<file path="src/rtl/regfile16_onehot_wr.sv">
// 16 x WIDTH register file with a one-hot write select, two combinational read ports,
// optional write-to-read bypass, optional hardwired-zero entry 0 and a registered illegal-select flag.
module regfile16_onehot_wr #(
   parameter int WIDTH    = 32,
   parameter bit ZERO_REG = 1'b1,
   parameter bit BYPASS   = 1'b1
) (
   input  logic             clk,
   input  logic             rst_n,
   input  logic             we,
   input  logic [15:0]      wsel,
   input  logic [WIDTH-1:0] wdata,
   input  logic [3:0]       raddr1,
   input  logic [3:0]       raddr2,
   output logic [WIDTH-1:0] rdata1,
   output logic [WIDTH-1:0] rdata2,
   output logic             wsel_err
);

   logic [WIDTH-1:0] mem_q [16];
   logic [WIDTH-1:0] mem_d [16];
   logic             err_q;
   logic             err_d;
   logic             wr_legal_s;

   function automatic logic is_onehot16(input logic [15:0] v);
      return (v != 16'd0) && ((v & (v - 16'd1)) == 16'd0);
   endfunction

   // Select one read port's data: zero entry, then same-cycle forward, then stored value.
   function automatic logic [WIDTH-1:0] read_port(
      input logic [3:0]       addr,
      input logic             legal,
      input logic             in_reset_n,
      input logic [15:0]      sel,
      input logic [WIDTH-1:0] wd,
      input logic [WIDTH-1:0] stored
   );
      logic [WIDTH-1:0] r;
      if (ZERO_REG && (addr == 4'd0)) begin
         r = '0;
      end else if (BYPASS && in_reset_n && legal && sel[addr]) begin
         r = wd;
      end else begin
         r = stored;
      end
      return r;
   endfunction

   // Write legality and next-state error flag.
   always_comb begin
      wr_legal_s = we && is_onehot16(wsel);
      err_d      = we && !is_onehot16(wsel);
   end

   // Next-state contents: only the single selected entry loads, entry 0 stays zero when hardwired.
   always_comb begin
      for (int k = 0; k < 16; k++) begin
         mem_d[k] = mem_q[k];
      end
      for (int k = 0; k < 16; k++) begin
         if (wr_legal_s && wsel[k] && !(ZERO_REG && (k == 0))) begin
            mem_d[k] = wdata;
         end else begin
            mem_d[k] = mem_q[k];
         end
      end
   end

   // State registers with asynchronous clear.
   always_ff @(posedge clk or negedge rst_n) begin
      if (!rst_n) begin
         for (int k = 0; k < 16; k++) begin
            mem_q[k] <= '0;
         end
         err_q <= 1'b0;
      end else begin
         for (int k = 0; k < 16; k++) begin
            mem_q[k] <= mem_d[k];
         end
         err_q <= err_d;
      end
   end

   // Combinational read ports.
   always_comb begin
      rdata1 = read_port(raddr1, wr_legal_s, rst_n, wsel, wdata, mem_q[raddr1]);
      rdata2 = read_port(raddr2, wr_legal_s, rst_n, wsel, wdata, mem_q[raddr2]);
   end

   assign wsel_err = err_q;

endmodule

</file>
<file path="config.mk">
export PLATFORM = sky130hd
export DESIGN_NAME = regfile16_onehot_wr
export DESIGN_NICKNAME = d
export VERILOG_FILES = /design/src/rtl/regfile16_onehot_wr.sv
export SDC_FILE = /design/constraint.sdc
export NUM_CORES = 1
export LEC_CHECK = 0
export BUFFER_PORTS_ARGS = -buffer_cell sky130_fd_sc_hd__buf_4
export CAP_MARGIN = 20
export CORE_MARGIN = 5
export CORE_UTILIZATION = 55
export DETAILED_ROUTE_END_ITERATION = 8
export PLACE_DENSITY = 0.69
export SYNTH_ARGS = -nofsm -noshare
export SYNTH_HDL_FRONTEND = slang
export SYNTH_SLANG_ARGS = --single-unit
</file>
<file path="constraint.sdc">
create_clock -name clk -period 2.9 [get_ports clk]
set_clock_uncertainty 0.1 [all_clocks]
set_input_delay 0.145 -clock clk [delete_from_list [all_inputs] [get_ports clk]]
set_output_delay 0.145 -clock clk [all_outputs]
set_load 0.01 [all_outputs]
</file>
==> flow_summary.json <==
{
  "swShare_pct": 24.8,
  "routed-wl-met2_um": 41900,
  "cp_num_cells": 11,
  "fin_area_mm2": 0.0333,
  "clock-root-buffer": "clkbuf_16",
  "wl_met3_um": 6690,
  "outcome": "finished with violations",
  "p_seq_share_pct": 44.2,
  "num-nets-final": 2110,
  "relSlewSlack_pct": 41.1,
  "start_util_pct": 55.7,
  "tightest_slew_ns": 0.883,
  "combPwrFrac_pct": 9.2,
  "layout_commonest_cell": "dfrtp_1",
  "post-dp-hpwl_um": 53100,
  "final_hold_viol_count": 0,
  "regToRegSetupSlack_ns": 1.97,
  "yosysWarnings": 0,
  "ant_nets": 0,
  "synthFlopType": "dfrtp_1",
  "finalCritPeriodShare_pct": 102,
  "port_buffers": 123,
  "regArea_mm2": 0.0120,
  "syn_area_per_cell_um2": 14.9,
  "crit_fanout": 7,
  "vias": 18800,
  "top_layer": "met5",
  "antenna_found_initial": 1,
  "syn_area_mm2": 0.0280,
  "synth_seq_area_share_pct": 43.0,
  "startpoint": "wsel[2]",
  "grtUsageTotal_pct": 30.7,
  "core_mm2": 0.0503,
  "setup-tns-final_ns": -0.172,
  "cts_max_path_buffers": 3,
  "cp_data_required_time_ns": 2.65,
  "ir_drop_uv": 449,
  "tritoncts": "yes",
  "post_drt_wl_per_cell_um": 31.3,
  "rows": 82,
  "drive_gt1_share_pct": 40.9,
  "p_clk_share_pct": 46.5,
  "r2r-start": "mem_q[441]",
  "slew_violations": 0,
  "synth_cells": 1883,
  "cap_violations": 0,
  "yosys-top-cells-area": "dfrtp_1, mux4_2, mux2_1",
  "fillCellCount": 3514,
  "final_cells": 2762,
  "p_int_uw": 11400,
  "first_pass_iters": 5,
  "crit_type": "in -> out",
  "m1WireLength_um": 34000,
  "htree_levels": 2,
  "via_per_inst": 6.81,
  "synth-seq-cells": 481,
  "wl_um": 86500,
  "p_sw_uw": 3770,
  "worst_slack_ns": -0.0611,
  "place_area_mm2": 0.0302,
  "grt_overflow": 0,
  "min_path_type": "in -> async",
  "crit_arrival_ns": 2.72,
  "clkTransAtPathRegs_ns": 0.05,
  "gp_congestion": 0.847,
  "fin_crit_ns": 2.96,
  "final-setup-viol-count": 7,
  "dieArea_mm2": 0.0555,
  "die_y_um": 236,
  "synth_edf_count": 0,
  "async_flop_share_pct": 100,
  "numPlacedInstances": 2611,
  "crit_path_top_delay_cell": "or4_4",
  "pin_count": 124,
  "r2r_cells": 1,
  "cp-end-kind": "primary output",
  "drt_iter0_markers": 1886,
  "multi_input_area_mm2": 0.0150,
  "crit_chain": "buf_6 > or4_4 > o41ai_4 > nor3_4 > nor4_4 > buf_6 > buf_12 > a211oi_2 > a2111oi_2 > buf_4 > buf_4",
  "r2r_end": "mem_q[441]",
  "yosys.cell_types.count": 51,
  "startpoint_type": "primary input",
  "netlist.area_leader.share_pct": 43.0,
  "finalPower_uw": 15200,
  "worstSkewPairLatency_ns": 0.61,
  "grt_start_max_net_pins": 127,
  "final_core_util_pct": 66.3,
  "violations": "setup timing",
  "grt_pass1_vias": 20100,
  "die_w_um": 236,
  "remaining_drc_errors": 0,
  "max_freq_mhz": 338,
  "layout_common_cells": "dfrtp_1, mux2_1, mux4_2",
  "cts_buffers": 54,
  "p_leak_uw": 0.0156,
  "power_density_mw_per_mm2": 457,
  "crit_path_end": "rdata1[28]",
  "grt_pass1_wl_um": 130000,
  "clkSinkCount": 481,
  "cpPeakStageDelay_ns": 0.64,
  "synth_nets": 1942,
  "netlist.top_cell.by_area": "dfrtp_1",
  "path_buf_inv": 5,
  "rsz0062_at_grt": "yes",
  "critPathTopFamily": "simple AND/OR/NAND/NOR gates",
  "areaGrowthSynthToFinish_pct": 19.1
}
-- area by class of cell --
cell class,instances,share of cell area (%)
multi-input cells,1157,44.9
flip-flops and latches,481,36.1
repair buffers,324,10.6
clock buffers,78,4.78
well taps,672,2.52
clock inverters,16,0.661
inverters,33,0.372
diodes,1,0.00751
-- stage by stage --
stage,setup WS (ns),hold slack (ns)
global placement,-0.538,0.211
CTS,-0.0240,0.120
global route,-0.104,0.153
detailed placement,-0.534,0.220
finish,-0.0611,0.106
floorplan,0.100,-0.251
-- logic make-up (layout without fill, tap and decap cells) --
group                      count (synthesis)  after routing  synth area share [%]
and+or+nand+nor                           99             99                  1.96
AOI/OAI and AO/OA                        252            252                  6.32
other                                      0              1                     0
adders and majority gates                  1              1                0.0358
buffers and inverters                    245            451                  5.36
xor gates and xnor gates                   1              1                0.0313
DFF                                      481            481                  43.0
muxes                                    804            804                  43.3
-- how the worst min path moves through the flow --
| stage | to | depth (start not counted) | from | slack, ns |
|---|---|---|---|---|
| floorplan | mem_q[0] | 0 | rst_n | -0.25 |
| global placement | mem_q[67] | 2 | rst_n | 0.21 |
| detailed placement | mem_q[67] | 2 | rst_n | 0.22 |
| CTS | mem_q[224] | 3 | wsel[8] | 0.12 |
| global route | mem_q[224] | 3 | wsel[8] | 0.15 |
| finish | mem_q[99] | 3 | rst_n | 0.11 |
-- power by group through the flow --
| stage | Combinational, uW | Clock, uW | Sequential [uW] |
|---|---|---|---|
| 5_1_grt | 1480 | 7430 | 6730 |
| 6_report | 1410 | 7080 | 6730 |
| 3_5_place_dp | 1290 | 0 | 6850 |
| 4_1_cts | 1360 | 7160 | 6730 |
| 3_3_place_gp | 1280 | 0 | 6850 |
| 2_1_floorplan | 602 | 0 | 6850 |
-- timing repair --
action / CTS / global route
setup endpoints to repair: 63 / 55
hold endpoints to repair: 602 / 0
hold buffers: 34 / 0
gates resized for setup: 48 / 70
gates cloned: 2 / 2
pin swaps: 10 / 30
buffers inserted: 2 / 17
-- per-layer routing --
layer | global-route usage, % | up-vias
met3 | 6.27 | 241
met5 | 0 | -
li1 | - | 7657
met4 | 13.0 | 2
met1 | 40.8 | 10000
met2 | 49.8 | 916
-- cell usage after synthesis (all sizes together) (2+ instances only) --
| cell | count |
|---|---|
| nor2b | 5 |
| o211ai | 11 |
| dfrtp | 481 |
| a21o | 6 |
| a2111oi | 6 |
| a221oi | 5 |
| a22o | 41 |
| and2 | 4 |
| and3 | 16 |
| inv | 33 |
| or3 | 4 |
| clkbuf | 97 |
| o21ai | 11 |
| a21oi | 89 |
| or2 | 2 |
| mux2 | 535 |
| nand3 | 24 |
| nor3 | 3 |
| mux4 | 235 |
| o2bb2ai | 5 |
| or4 | 3 |
| mux2i | 34 |
| nor2 | 9 |
| nor4b | 2 |
| buf | 115 |
| nand2 | 18 |
| a211oi | 51 |
| nor4 | 7 |
| a221o | 13 |
| o31ai | 8 |
-- sequential cells by signal, indices dropped and copies added, names as in the netlist --
register and cells:
mem_q 480, wsel_err 1
Power figures use the tool's default switching activity.
